**src/rtl/reu_bus_pkg.sv**
```systemverilog
// Shared types and defaults for the C64 host-side bus arbiter.
// Holds the FSM state encoding and the state-to-pin decode.
package reu_bus_pkg;

  localparam int CLKDIV_DEF   = 8;
  localparam int BA_DELAY_DEF = 3;

  typedef enum logic [2:0] {
    RUN,
    VIC_WAIT,
    VIC_OWN,
    DMA_WAIT,
    DMA_OWN
  } arb_state_t;

  typedef struct packed {
    logic ba;
    logic aec;
    logic rdy;
    logic cpu_halted;
    logic dma_grant;
  } bus_out_t;

  // resume_dma marks a VIC steal that interrupted a DMA transfer; the CPU stays parked then
  function automatic bus_out_t outs_of(arb_state_t s, logic resume_dma);
    bus_out_t o;
    o.ba         = !(s == VIC_WAIT || s == VIC_OWN);
    o.rdy        = (s == RUN);
    o.aec        = !((s == VIC_OWN) || (s == DMA_OWN) || (s == VIC_WAIT && resume_dma));
    o.cpu_halted = (s == DMA_OWN) || (s == VIC_OWN) || (s == VIC_WAIT && resume_dma);
    o.dma_grant  = (s == DMA_OWN);
    return o;
  endfunction

endpackage

```
**src/rtl/c64_bus_arbiter_if.sv**
```systemverilog
// Expansion-port / VIC / CPU bus signals seen by the arbiter.
// slave = the arbiter itself, master = whoever drives the requests.
interface c64_bus_arbiter_if;
  logic        nDMA;
  logic        VicReq;
  logic        CpuRnW;
  logic        PHI2;
  logic        BA;
  logic        AEC;
  logic        RDY;
  logic        CpuHalted;
  logic        DmaGrant;
  logic [15:0] DmaCycles;

  modport master (
    output nDMA, VicReq, CpuRnW,
    input  PHI2, BA, AEC, RDY, CpuHalted, DmaGrant, DmaCycles
  );

  modport slave (
    input  nDMA, VicReq, CpuRnW,
    output PHI2, BA, AEC, RDY, CpuHalted, DmaGrant, DmaCycles
  );
endinterface

```
**src/rtl/phi2_gen.sv**
```systemverilog
// Divides C8M into PHI2 and flags the last C8M cycle of each PHI2 cycle.
// PHI2 is registered so it is glitch-free and falls exactly on the wrap edge.
module phi2_gen #(
  parameter int CLKDIV = 8
) (
  input  logic C8M,
  input  logic RESET,
  output logic PHI2,
  output logic boundary
);

  localparam int CW = $clog2(CLKDIV);
  localparam logic [CW-1:0] LAST = CW'(CLKDIV - 1);
  localparam logic [CW-1:0] HALF = CW'(CLKDIV / 2);

  logic [CW-1:0] cnt;
  logic [CW-1:0] cnt_inc;

  assign cnt_inc  = cnt + 1'b1;
  assign boundary = (cnt == LAST);

  always_ff @(posedge C8M or posedge RESET) begin
    if (RESET) begin
      cnt  <= '0;
      PHI2 <= 1'b0;
    end else if (boundary) begin
      cnt  <= '0;
      PHI2 <= 1'b0;
    end else begin
      cnt  <= cnt_inc;
      PHI2 <= (cnt_inc >= HALF);
    end
  end

endmodule

```
**src/rtl/c64_bus_arbiter.sv**
```systemverilog
// C64 bus ownership arbiter: CPU vs VIC-II steal vs expansion-port DMA,
// one decision per PHI2 cycle, driving BA/AEC/RDY as the REU expects.
module c64_bus_arbiter
  import reu_bus_pkg::*;
#(
  parameter int CLKDIV   = CLKDIV_DEF,
  parameter int BA_DELAY = BA_DELAY_DEF
) (
  input  logic               C8M,
  input  logic               RESET,
  c64_bus_arbiter_if.slave   bus
);

  localparam logic [1:0] DLY_LOAD = 2'(BA_DELAY - 1);

  logic        boundary;
  arb_state_t  state, nxt;
  logic        resume_dma, nxt_resume;
  logic [1:0]  dly, nxt_dly;
  bus_out_t    outs;
  logic [15:0] dma_cnt;
  arb_state_t  resume_target;

  phi2_gen #(.CLKDIV(CLKDIV)) u_phi2 (
    .C8M      (C8M),
    .RESET    (RESET),
    .PHI2     (bus.PHI2),
    .boundary (boundary)
  );

  // A steal that interrupted DMA only goes back to DMA if the REU still wants the bus
  assign resume_target = (resume_dma && !bus.nDMA) ? DMA_OWN : RUN;

  always_comb begin
    nxt        = state;
    nxt_resume = resume_dma;
    nxt_dly    = dly;
    unique case (state)
      RUN: begin
        if (bus.VicReq) begin
          nxt        = VIC_WAIT;
          nxt_resume = 1'b0;
          nxt_dly    = DLY_LOAD;
        end else if (!bus.nDMA) begin
          nxt = DMA_WAIT;
        end
      end
      VIC_WAIT: begin
        if (!bus.VicReq)   nxt = resume_target;
        else if (dly == 2'd0) nxt = VIC_OWN;
        else               nxt_dly = dly - 2'd1;
      end
      VIC_OWN: begin
        if (!bus.VicReq) nxt = resume_target;
      end
      DMA_WAIT: begin
        if (bus.VicReq) begin
          nxt        = VIC_WAIT;
          nxt_resume = 1'b0;
          nxt_dly    = DLY_LOAD;
        end else if (bus.CpuRnW) begin
          nxt = DMA_OWN;
        end else if (bus.nDMA) begin
          nxt = RUN;
        end
      end
      DMA_OWN: begin
        if (bus.VicReq) begin
          nxt        = VIC_WAIT;
          nxt_resume = 1'b1;
          nxt_dly    = DLY_LOAD;
        end else if (bus.nDMA) begin
          nxt = RUN;
        end
      end
      default: nxt = RUN;
    endcase
  end

  // Outputs are decoded from the next state so they switch on the PHI2 falling edge
  always_ff @(posedge C8M or posedge RESET) begin
    if (RESET) begin
      state      <= RUN;
      resume_dma <= 1'b0;
      dly        <= 2'd0;
      outs       <= outs_of(RUN, 1'b0);
      dma_cnt    <= 16'd0;
    end else if (boundary) begin
      state      <= nxt;
      resume_dma <= nxt_resume;
      dly        <= nxt_dly;
      outs       <= outs_of(nxt, nxt_resume);
      if (state == DMA_OWN && dma_cnt != 16'hFFFF)
        dma_cnt <= dma_cnt + 16'd1;
    end
  end

  assign bus.BA        = outs.ba;
  assign bus.AEC       = outs.aec;
  assign bus.RDY       = outs.rdy;
  assign bus.CpuHalted = outs.cpu_halted;
  assign bus.DmaGrant  = outs.dma_grant;
  assign bus.DmaCycles = dma_cnt;

endmodule

```
**src/flat_wrapper.sv**
```systemverilog
// flat-port wrapper written by rule: the top's interface ports become plain ports
module c64_bus_arbiter_flat import reu_bus_pkg::*;
#(
  parameter int CLKDIV   = CLKDIV_DEF,
  parameter int BA_DELAY = BA_DELAY_DEF
)
  (C8M, RESET, bus_nDMA, bus_VicReq, bus_CpuRnW, bus_PHI2, bus_BA, bus_AEC, bus_RDY, bus_CpuHalted, bus_DmaGrant, bus_DmaCycles);
  c64_bus_arbiter_if bus_i ();
  input  logic C8M;
  input  logic RESET;
  input wire logic [$bits(bus_i.nDMA)-1:0] bus_nDMA;
  input wire logic [$bits(bus_i.VicReq)-1:0] bus_VicReq;
  input wire logic [$bits(bus_i.CpuRnW)-1:0] bus_CpuRnW;
  output wire logic [$bits(bus_i.PHI2)-1:0] bus_PHI2;
  output wire logic [$bits(bus_i.BA)-1:0] bus_BA;
  output wire logic [$bits(bus_i.AEC)-1:0] bus_AEC;
  output wire logic [$bits(bus_i.RDY)-1:0] bus_RDY;
  output wire logic [$bits(bus_i.CpuHalted)-1:0] bus_CpuHalted;
  output wire logic [$bits(bus_i.DmaGrant)-1:0] bus_DmaGrant;
  output wire logic [$bits(bus_i.DmaCycles)-1:0] bus_DmaCycles;
  assign bus_i.nDMA = bus_nDMA;
  assign bus_i.VicReq = bus_VicReq;
  assign bus_i.CpuRnW = bus_CpuRnW;
  assign bus_PHI2 = bus_i.PHI2;
  assign bus_BA = bus_i.BA;
  assign bus_AEC = bus_i.AEC;
  assign bus_RDY = bus_i.RDY;
  assign bus_CpuHalted = bus_i.CpuHalted;
  assign bus_DmaGrant = bus_i.DmaGrant;
  assign bus_DmaCycles = bus_i.DmaCycles;
  c64_bus_arbiter #(.CLKDIV(CLKDIV), .BA_DELAY(BA_DELAY)) u_core (.C8M(C8M), .RESET(RESET), .bus(bus_i));
endmodule
```
**config.mk**
```make
export PLATFORM = sky130hd
export DESIGN_NAME = c64_bus_arbiter_flat
export DESIGN_NICKNAME = d
export VERILOG_FILES = /design/src/rtl/reu_bus_pkg.sv /design/src/rtl/c64_bus_arbiter_if.sv /design/src/rtl/phi2_gen.sv /design/src/rtl/c64_bus_arbiter.sv /design/src/flat_wrapper.sv
export SDC_FILE = /design/constraint.sdc
export NUM_CORES = 1
export LEC_CHECK = 0
export ABC_AREA = 1
export BUFFER_PORTS_ARGS = -buffer_cell sky130_fd_sc_hd__clkbuf_2
export CORE_ASPECT_RATIO = 0.9
export CORE_MARGIN = 2
export CORE_UTILIZATION = 35
export DETAILED_ROUTE_END_ITERATION = 16
export GPL_TIMING_DRIVEN = 0
export PLACE_DENSITY_LB_ADDON = 0.15
export REMOVE_ABC_BUFFERS = 1
export SLEW_MARGIN = 20
export SYNTH_ARGS = -nofsm -noshare
export SYNTH_HDL_FRONTEND = slang
export SYNTH_SLANG_ARGS = --single-unit
```
**constraint.sdc**
```tcl
create_clock -name C8M -period 2.95 [get_ports C8M]
set_clock_uncertainty 0.2 [all_clocks]
set_input_delay 0.1475 -clock C8M [delete_from_list [all_inputs] [get_ports C8M]]
set_output_delay 0.1475 -clock C8M [all_outputs]
set_load 0.02 [all_outputs]
```
==> summary.md, run 1 <==
| Metric | Value |
|---|---|
| Number of synthesized flops with an enable pin | 0 |
| Largest net degree at the start of global routing | 31 |
| Async S/R FF share, synth | 100% |
| Most frequent cells in the layout | 99 x nand2_1, 27 x dfrtp_1, 26 x clkbuf_2 |
| Fmax | 479 MHz |
| Post-Synthesis Cell Area | 0.00180 sq mm |
| Slew margin rel. | 58.7% |
| Vias in the first global route | 1429 |
| DRT iter0 DRCs | 106 |
| GRT Overall Usage | 14.7% |
| Final min period | 2.09 ns |
| Critical Path End Type | flip-flop |
| Clk root buf | clkbuf_8 |
| First-pass DRT Iterations | 4 |
| Design Area, Final | 0.00207 sq mm |
| Post-synth top flop | dfrtp_1 |
| Hold endpoint | u_core.bus.BA |
| Antenna-violating nets left | 0 |
| WL/cell | 11.2 um |
| Tightest Pin Transition | 0.619 ns |
| Register-to-Register Path Depth | 8 |
| Ys Warns | 0 |
| Post-CTS Setup Inserts | 0 |
| DR vias | 1531 |
| CP max-delay cell | dfrtp_1 |
| Core footprint | 0.00489 sq mm |
| Row cnt | 24 |
| Worst r2r src | u_core.u_phi2.cnt[0] |
| Hold WC Path Type | in2reg |
| Clock slew at reported path FFs | 0.06 ns |
| CTS tree | built |
| First-pass GRT wire length | 6.61 mm |
| Die area | 0.00573 sq mm |
| Setup TNS | 0 ns |
| Avg Cell Area, Syn | 7.44 sq um |
| Synth top area cells | dfrtp_1 38%, nand2_1 21%, nand3_1 5.0%, dfstp_2 4.4%, inv_1 4.4% |
| Clock buffer depth | 2 |
| Critical-path maximum fanout | 19 |
| Final net count | 279 |
| Dpl cells | 327 |
| Hold Vio Cnt, Final | 0 |
| Max-Cap Viols | 0 |
| CP peak stage delay | 0.38 ns |
| Ant diodes | 0 |
| R2R Path End | u_core.bus.DmaCycles[14] |
| Hpwl dp | 2.78 mm |
| Cts bufs inserted | 5 |
| Post-Synthesis Cells | 242 |
| Distinct cells, synth | 28 |
| Grt total ovfl | 0 |
| Status | finished, final reports clean |
| Crit start category | flip-flop |
| Area grow syn2layout | 15.1% |
| Commonest non-fill, non-tap cell in the layout | nand2_1 |
| Die Wd | 79.6 um |
| Power per Cell Area | 588 mW/mm^2 |
| Clk_lat worst skew | 0.28 ns |
| Cts repair resizes | 0 |
| Antenna violations before repair | 0 |
| Finished Layout Cells | 336 |
| Share of cells above drive strength 1 | 18.1% |
| Sink Count | 30 |
| Die Height | 72.0 um |
| RD Place Congestion | 0.896 |
| Register area share after synthesis | 41.9% |
| Setup violators final | 0 |
| H-tree depth | 2 |
| Initial Utilization | 36.8% |
| Fin. max-slew vios | 0 |
| Biggest area consumer among synthesized cells | dfrtp_1 |
| Static Leak | 1.11 nW |
| Post-DP Area | 0.00197 sq mm |
| PortBufs | 26 |
| WP data required | 2.93 ns |
| R2R setup slack | 0.86 ns |
| Vias per cell | 4.56 |
| Worst VDD drop | 0.000353 V |
| Num ports | 27 |
| CTS Hold Bufs | 1 |
| Worst-path cell chain | ha_1 > ha_1 > inv_1 > nor2_1 > nand2_4 > inv_4 > nand2_1 > nand2_1 |
| Crit share post-route | 70.7% |
| Synthesis-stage register bit count | 30 |
| Unrepaired setup endpoints after global routing | false |
| Drc violations | 0 |
| Final WL | 3.76 mm |
| Top-area cell type share of the netlist area | 37.5% |
| Hold Path Origin | bus_VicReq |
| Hold depth | 4 |
| Crit Path Category | reg2reg |
| Arrival time at the worst endpoint | 2.06 ns |
==> flip-flops by register name (all words and copies together), names as in the netlist <==
| register | cells |
|---|---|
| u_core.bus.BA | 1 |
| u_core.state | 3 |
| u_core.bus.RDY | 1 |
| u_core.bus.DmaGrant | 1 |
| u_core.resume_dma | 1 |
| u_core.bus.AEC | 1 |
| u_core.dly | 2 |
| u_core.u_phi2.cnt | 2 |
| u_core.bus.CpuHalted | 1 |
| u_core.bus.DmaCycles | 16 |
| u_core.u_phi2.PHI2 | 1 |
==> logic make-up (layout without fill, tap and decap cells) <==
group | count (synthesis) | after routing | synth area share, %
flip-flops | 30 | 30 | 41.9
XOR/XNOR | 13 | 13 | 6.32
buffers and inverters | 29 | 58 | 7.16
AND/OR/NAND/NOR | 153 | 153 | 37.9
AO/OA/AOI/OAI | 13 | 13 | 3.89
adder cells (fa/ha/maj) | 4 | 4 | 2.78
==> report_power, final <==
group	internal [mW]	total (mW)	switching [mW]	leakage, nW
registers	0.486	0.538	0.0514	0.392
logic	0.117	0.335	0.217	0.666
clock network	0.188	0.346	0.158	0.0482
==> Yosys cell counts (2+ instances only) <==
master and count:
buf_2 2, dfrtp_1 27, nor3_4 2, nor2_1 17, ha_1 4, a21oi_1 4, nand2_2 3, nand2_1 99
o21ai_0 7, buf_6 2, nand4_1 3, nor3_1 4, inv_1 21, dfstp_2 3, nand3_1 18, xnor2_1 4
nand3b_1 2, xor2_1 9, clkbuf_1 2
==> per-stage QoR <==
| step | hold WS (ns) | util, % | power (mW) | setup slack [ns] |
|---|---|---|---|---|
| after CTS | 0.114 | 42.4 | 1.23 | 0.797 |
| after global routing | 0.167 | 42.4 | 1.31 | 0.621 |
| final | 0.112 | 42.4 | 1.22 | 0.863 |
| after global placement | 0.219 | 40.3 | 0.879 | 0.830 |
| after floorplan | 0.0361 | - | 0.788 | 1.11 |
| after detailed placement | 0.0567 | 40.3 | 0.877 | 0.819 |
==> worst max-delay path by stage <==
stage	end	start	slack, ns	cells after the start
after floorplan	u_core.bus.DmaCycles[10]	u_core.bus.DmaCycles[0]	1.11	8
after global placement	u_core.bus.DmaCycles[13]	u_core.u_phi2.cnt[0]	0.83	8
final	u_core.bus.DmaCycles[14]	u_core.u_phi2.cnt[0]	0.86	8
after global routing	u_core.bus.DmaCycles[3]	u_core.u_phi2.cnt[0]	0.62	8
after detailed placement	u_core.bus.DmaCycles[14]	u_core.u_phi2.cnt[0]	0.82	8
after CTS	u_core.bus.DmaCycles[14]	u_core.u_phi2.cnt[0]	0.80	8
==> routing by layer <==
metal | share of wire [%] | routed length, um | vias up | global-route usage, %
li1 | - | - | 819 | -
met1 | 55 | 2080 | 679 | 22.5
met2 | 39 | 1470 | 28 | 20.4
met3 | 4.7 | 175 | 5 | 3.48
met4 | 0.96 | 36 | 0 | 4.60
met5 | 0 | 0 | - | 0
==> cell type report <==
type	instances	area, sq um
Sequential cell	30	754
Clock inverter	1	5.00
Timing Repair Buffer	27	140
Multi-Input combinational cell	183	917
Clock buffer	7	86.3
Fill cell	519	2820
Tap cell	65	81.3
Inverter	23	88.8
==> worst max-delay path: cells and delay by family (launching register included) <==
| kind | cells | cell delay (ns) |
|---|---|---|
| adders and majority gates | 2 | 0.47 |
| and+or+nand+nor | 4 | 0.49 |
| DFF | 1 | 0.38 |
| buffers and inverters | 2 | 0.42 |
(Power assumes the default switching activity.)
==> inputs of run 2 (changes only) <==
Settings changed: ABC_AREA 1 to 0.
Clock period 2.95 ns to 2.05 ns, I/O delays scaled along.
==> summary.md, run 2 <==
| Metric | Value |
|---|---|
| Status | finished, final reports clean |
| Crit path max-delay family | simple AND/OR/NAND/NOR gates |
| Avg Cell Area, Syn | 10.4 sq um (+40%) |
| Hold WC Path Type | in2reg |
| Sequential share of power | 43.9% (-0.2 points) |
| Top-area cell type share of the netlist area | 42.3% (+4.7 points) |
| WP data required | 2.03 ns (-0.90 ns) |
| Number of synthesized flops with an enable pin | 0 (unchanged) |
| Setup violators final | 0 (unchanged) |
| Area grow syn2layout | 29.5% |
| Most common cell in the netlist | dfrtp_1 |
| Ys Warns | 0 (unchanged) |
| Final WL | 3.59 mm (-4.7%) |
| DRT iter0 DRCs | 57 (-46%) |
| Met2 Wirelength | 1.77 mm (+20%) |
| Fin. max-slew vios | 0 (unchanged) |
| Hold depth | 5 (+1) |
| Met3 routed WL | 138 um (-21%) |
| DR vias | 1321 (-14%) |
| Final hold slack | 0.197 ns (+0.0850 ns) |
| PortBufs | 26 (unchanged) |
| Vias in the first global route | 1276 (-11%) |
| Grt total ovfl | 0 (unchanged) |
| Arrival time at the worst endpoint | 2.00 ns (-0.06 ns) |
| Static Leak | 0.979 nW (-12%) |
| Post-Synthesis Cell Area | 0.00160 sq mm (-11%) |
| Combinational power share | 21.1% (-6.4 points) |
| Tightest Pin Transition | 0.632 ns (+0.0126 ns) |
| Critical-path maximum fanout | 3 (-16) |
| Hold Path Origin | bus_CpuRnW |
| Num ports | 27 (unchanged) |
| Initial Utilization | 36.1% (-0.70 points) |
| Antenna violations before repair | 0 (unchanged) |
| Antenna-violating nets left | 0 (unchanged) |
| Critical Path Start | u_core.u_phi2.cnt[0] |
| Finished Layout Cells | 254 (-24%) |
| Register-to-Register Path Depth | 6 (-2) |
| Final min period | 2.03 ns (-0.0572 ns) |
| Post-synth top flop | dfrtp_1 |
| Register area share after synthesis | 47.2% (+5.3 points) |
| CTS tree | built |
| First-pass DRT Iterations | 4 (unchanged) |
| Die Wd | 75.3 um (-5.5%) |
| Post-Synthesis Cells | 154 (-36%) |
| Ant diodes | 0 (unchanged) |
| Clk root buf | clkbuf_8 |
| Sink Count | 30 (unchanged) |
| Max-Cap Viols | 0 (unchanged) |
| Share of cells above drive strength 1 | 37.0% (+19 points) |
| Distinct cells, synth | 43 (+54%) |
| Critical Path End Type | flip-flop |
| Power per Cell Area | 859 mW/mm^2 (+46%) |
| Unrepaired setup endpoints after global routing | true |
| Most frequent cells in the layout | 26 x clkbuf_2, 25 x dfrtp_1, 15 x nor2_1 |
| RD Place Congestion | 0.796 (-11%) |
| Final-layout fill cell count | 437 (-16%) |
| Clk pwr share | 35.0% (+6.6 points) |
| Crit path buf inv count | 0 (-2) |
| WL/cell | 14.1 um (+26%) |
| Switching power of the nets | 0.535 mW (+25%) |
| Worst r2r src | u_core.u_phi2.cnt[0] |
| Crit start category | flip-flop |
| Vias per cell | 5.20 (+14%) |
| First-pass GRT wire length | 5.90 mm (-11%) |
| Largest net degree at the start of global routing | 31 (unchanged) |
| Async S/R FF share, synth | 100% (unchanged) |
| Sw Share | 30.1% (-5.0 points) |
| Multi-input gate area | 876 sq um (-4.5%) |
| Worst-path cell chain | ha_2 > ha_4 > nand4bb_4 > or3_4 > nor3_2 > mux2_4 |
| Row cnt | 23 (-4.2%) |
| Final net count | 200 (-28%) |
| Synthesis-stage register bit count | 30 (unchanged) |
| Hold Vio Cnt, Final | 0 (unchanged) |
| Drc violations | 0 (unchanged) |
| Worst VDD drop | 0.000399 V (+13%) |
| Largest register FFs | 16 (unchanged) |
| Core footprint | 0.00443 sq mm (-9.5%) |
| Die Height | 68.1 um (-5.4%) |
| Slew margin rel. | 57.8% (-0.84 points) |
| Synth top area cells | dfrtp_1 42%, xor2_1 7.1%, dfstp_2 4.9%, nor2_1 3.5%, ha_1 3.1% |
| Cts bufs inserted | 5 (unchanged) |
| Dpl cells | 236 (-28%) |
| Crit share post-route | 99.0% (+28 points) |
| Clk_lat worst skew | 0.29 ns (about the same) |
| Worst path depth | 6 (-2) |
| Die area | 0.00513 sq mm (-11%) |
| Int Power | 1.24 mW (+57%) |
| Most common library cells after synthesis | 27 x dfrtp_1, 15 x nor2_1, 13 x xor2_1, 12 x nand2_1, 10 x nor3_1 |
| H-tree depth | 2 (unchanged) |
| Clock buffer depth | 2 (unchanged) |
| Hpwl dp | 2.37 mm (-15%) |
| DR top layer | met4 |
| Biggest area consumer among synthesized cells | dfrtp_1 |
| CP peak stage delay | 0.41 ns (+0.03 ns) |
| Clock slew at reported path FFs | 0.07 ns (about the same) |
| CP max-delay cell | or3_4 |
| Fmax | 493 MHz (+2.8%) |
| Seq. cell area | 757 sq um (+0.33%) |
| Crit Path Category | reg2reg |
| Commonest non-fill, non-tap cell in the layout | clkbuf_2 |
| GRT Overall Usage | 15.5% (+0.75 points) |
| Wl on met1 | 1.63 mm (-22%) |
run 2: cell count changes in the layout (fill, tap and decap cells not counted), moves of 3 or more:
cell / before / now
o21ai_0: 7 / 2
buf_4: 0 / 7
xor2_1: 9 / 13
mux2i_1: 0 / 3
xnor2_1: 4 / 0
nand3_1: 18 / 4
nand2b_1: 0 / 3
nor4b_2: 0 / 3
nand2_1: 99 / 12
inv_1: 20 / 7
nand2_2: 3 / 0
run 2: cell families after synthesis:
family / share of synthesized area (%)
xor gates and xnor gates: 7.12
AOI/OAI and AO/OA: 10.6
and+or+nand+nor: 24.1
muxes: 3.99
buffers and inverters: 3.83
adders and majority gates: 3.13
DFF: 47.2
run 2: power groups by stage:
stage | clock [mW] | combinational (mW) | sequential [mW]
after floorplan | 0 | 0.242 | 0.804
after global routing | 0.653 | 0.431 | 0.797
after global placement | 0 | 0.359 | 0.785
after CTS | 0.636 | 0.376 | 0.782
after detailed placement | 0 | 0.369 | 0.788
final | 0.623 | 0.375 | 0.781
run 2: layout make-up:
class                           instances  share of cell area [%]
Clock buffer                            7                    4.17
Clock inverter                          1                    1.45
Inverter                                8                    1.45
Multi-Input combinational cell        110                    42.3
Sequential cell                        30                    36.6
Tap cell                               62                    3.75
Timing Repair Buffer                   36                    10.3
run 2: worst register-to-register path, stage by stage, from the launching register on:
cell       delay, ns
dfrtp_1         0.36
ha_2            0.20
ha_4            0.16
nand4bb_4       0.13
or3_4           0.41
nor3_2          0.15
mux2_4          0.32
run 2: final timing paths:
| path | endpoint | slack (ns) |
|---|---|---|
| max reg2reg | u_core.bus.DmaCycles[14] | 0.02 |
| max in group asynchronous | u_core.state[0] | 0.96 |
| max | u_core.bus.DmaCycles[14] | 0.02 |
| min reg2reg | u_core.bus.DmaGrant | 0.29 |
| min in group asynchronous | u_core.bus.DmaCycles[8] | 0.24 |
| min | u_core.state[1] | 0.20 |
run 2: metrics by stage:
stage / setup TNS (ns) / setup slack (ns) / total power [mW] / util (%) / area, sq um
after floorplan: -0.921 / -0.260 / 1.05 / - / 1570
after global placement: -3.17 / -0.494 / 1.14 / 40.1 / 1780
after detailed placement: -3.74 / -0.537 / 1.16 / 40.1 / 1780
after CTS: 0 / 0.0105 / 1.79 / 45.2 / 2000
after global routing: -0.295 / -0.0502 / 1.88 / 46.7 / 2070
final: 0 / 0.0207 / 1.78 / 46.7 / 2070
run 2: what timing repair did:
action                                 in CTS  in global routing
pin swaps                                   5                  6
gates resized for setup                    13                  8
endpoints found under the hold margin      28                  0
hold buffers                                2                  0
setup endpoints to repair                  17                 16
setup buffers                               5                  3
run 2: metal layers:
metal | vias up | global-route usage [%]
met5 | - | 0
li1 | 628 | -
met4 | 0 | 7.02
met1 | 660 | 19.5
met2 | 26 | 24.6
met3 | 7 | 4.42
==> inputs of run 3 (changes only) <==
Settings changed: REMOVE_ABC_BUFFERS 1 to unset.
==> summary.md, run 3 (synthesis results as in run 2) <==
| Metric | Value |
|---|---|
| Vias in the first global route | 1239 (-2.9%) |
| Crit path max-delay family | simple AND/OR/NAND/NOR gates |
| Area grow syn2layout | 28.6% |
| PortBufs | 26 (unchanged) |
| Hold Vio Cnt, Final | 0 (unchanged) |
| Crit start category | flip-flop |
| WL/cell | 13.4 um (-5.1%) |
| Vias per cell | 4.94 (-5.1%) |
| Static Leak | 0.996 nW (+1.7%) |
| GRT Overall Usage | 15.1% (-0.36 points) |
| Crit Path Category | reg2reg |
| Die area | 0.00513 sq mm (unchanged) |
| Row cnt | 23 (unchanged) |
| Most frequent cells in the layout | 26 x clkbuf_2, 25 x dfrtp_1, 14 x nor2_1 |
| Setup TNS | 0 ns (unchanged) |
| Synth Net Count | 163 |
| Critical Path Start | u_core.u_phi2.cnt[0] |
| Clock buffer depth | 2 (unchanged) |
| Final WL | 3.45 mm (-3.7%) |
| Final min period | 2.03 ns (-0.00277 ns) |
| Largest net degree at the start of global routing | 31 (unchanged) |
| Finished Core Util | 46.4% (-0.31 points) |
| Arrival time at the worst endpoint | 1.99 ns (about the same) |
| First-pass GRT wire length | 5.73 mm (-2.8%) |
| Crit path buf inv count | 0 (unchanged) |
| Share of cells above drive strength 1 | 35.7% (-1.3 points) |
| Critical-path maximum fanout | 4 (+1) |
| Commonest non-fill, non-tap cell in the layout | clkbuf_2 |
| Hpwl dp | 2.43 mm (+2.5%) |
| R2R Path End | u_core.bus.DmaCycles[14] |
| Clk root buf | clkbuf_8 |
| Grt total ovfl | 0 (unchanged) |
| Unrepaired setup endpoints after global routing | true |
| Worst r2r src | u_core.u_phi2.cnt[0] |
| Clock slew at reported path FFs | 0.07 ns (about the same) |
| Largest register FFs | 16 (unchanged) |
| Die Wd | 75.3 um (unchanged) |
| RD Place Congestion | 0.865 (+8.7%) |
| CP peak stage delay | 0.42 ns (about the same) |
| H-tree depth | 2 (unchanged) |
| Design Area, Final | 0.00206 sq mm (-0.66%) |
| Hold Path Origin | bus_VicReq |
| First-pass DRT Iterations | 4 (unchanged) |
| Post-DP Area | 0.00183 sq mm (+3.2%) |
| Cts bufs inserted | 5 (unchanged) |
| DRT iter0 DRCs | 49 (-14%) |
| Worst-path cell chain | ha_2 > ha_4 > nand4bb_4 > or3_4 > nor3_4 > mux2_4 |
| DR vias | 1274 (-3.6%) |
| Antenna violations before repair | 0 (unchanged) |
| Fmax | 493 MHz (+0.14%) |
| CTS tree | built |
| Sink Count | 30 (unchanged) |
| Drc violations | 0 (unchanged) |
| Hold endpoint | u_core.state[0] |
| Tightest Pin Transition | 0.637 ns (+0.00511 ns) |
| Num ports | 27 (unchanged) |
| Worst VDD drop | 0.000544 V (+36%) |
| Die Height | 68.1 um (unchanged) |
| Slew margin rel. | 57.5% (-0.34 points) |
| Final hold slack | 0.151 ns (-0.0467 ns) |
| Initial Utilization | 36.1% (unchanged) |
| Register-to-Register Path Depth | 6 (unchanged) |
| Antenna-violating nets left | 0 (unchanged) |
| Final net count | 204 (+2.0%) |
| CP max-delay cell | or3_4 |
| Status | finished, final reports clean |
| WP data required | 2.01 ns (-0.02 ns) |
| Clk_lat worst skew | 0.28 ns (about the same) |
| Ant diodes | 0 (unchanged) |
| Core footprint | 0.00443 sq mm (unchanged) |
| R2R setup slack | 0.02 ns (about the same) |
| Hold WC Path Type | in2reg |
| Fin. max-slew vios | 0 (unchanged) |
| Power per Cell Area | 844 mW/mm^2 (-1.8%) |
| Crit share post-route | 98.9% (-0.13 points) |
| Setup violators final | 0 (unchanged) |
| Max-Cap Viols | 0 (unchanged) |
| Hold depth | 4 (-1) |
| Critical Path End Type | flip-flop |
-- run 3: cell types whose count changed in the layout (fill, tap and decap cells not counted), moves of 2 or more --
cell and change:
nor3_1 +3, nor3_2 -2, clkbuf_8 +2, clkbuf_1 +3, o311ai_1 +2
-- run 3: routing by layer --
layer | up-vias | wire [um] | track usage, %
met2 | 34 | 1530 | 22.9
met1 | 589 | 1700 | 20.0
met3 | 7 | 170 | 3.98
met4 | 0 | 59 | 7.24
met5 | - | 0 | 0
li1 | 644 | - | -
-- run 3: worst max-delay path by stage --
stage                               end  slack (ns)  cells after the start
2_1_floorplan  u_core.bus.DmaCycles[14]        0.03                      6
3_3_place_gp   u_core.bus.DmaCycles[14]       -0.10                      6
3_5_place_dp   u_core.bus.DmaCycles[14]       -0.12                      6
4_1_cts        u_core.bus.DmaCycles[14]       -0.04                      6
5_1_grt        u_core.bus.DmaCycles[11]       -0.06                      6
6_report       u_core.bus.DmaCycles[14]        0.02                      6
-- run 3: power breakdown --
| group | switching (mW) | internal [mW] |
|---|---|---|
| Clock | 0.222 | 0.339 |
| Sequential | 0.0487 | 0.677 |
| Combinational | 0.260 | 0.190 |
-- run 3: repair_timing --
item                                    in CTS  in global routing
endpoints found under the setup margin      10                 13
pin swaps                                    6                  4
hold endpoints to repair                    27                  0
hold buffers                                 1                  0
setup buffers                                5                  2
gates resized for setup                      7                  5
-- run 3: stage by stage --
step	total power [mW]	setup slack, ns	cells
global route	1.84	-0.0638	258
finish	1.74	0.0234	258
CTS	1.76	-0.0420	256
detailed placement	1.18	-0.122	242
global placement	1.17	-0.100	242
floorplan	1.07	0.0253	154
-- run 3: tightest hold or removal path, stage by stage --
cell and delay (ns):
clkbuf_2 0.10, nor2_1 0.16, o311a_1 0.19, nor2_1 0.05
-- run 3: area by class of cell --
cell class	instances	area, sq um
inverter	8	30.0
fill	446	2370
sequential	30	757
clock buffer	8	110
timing repair buffer	34	193
multi-input combinational	110	858
buffer	6	31.3
tap	62	77.6
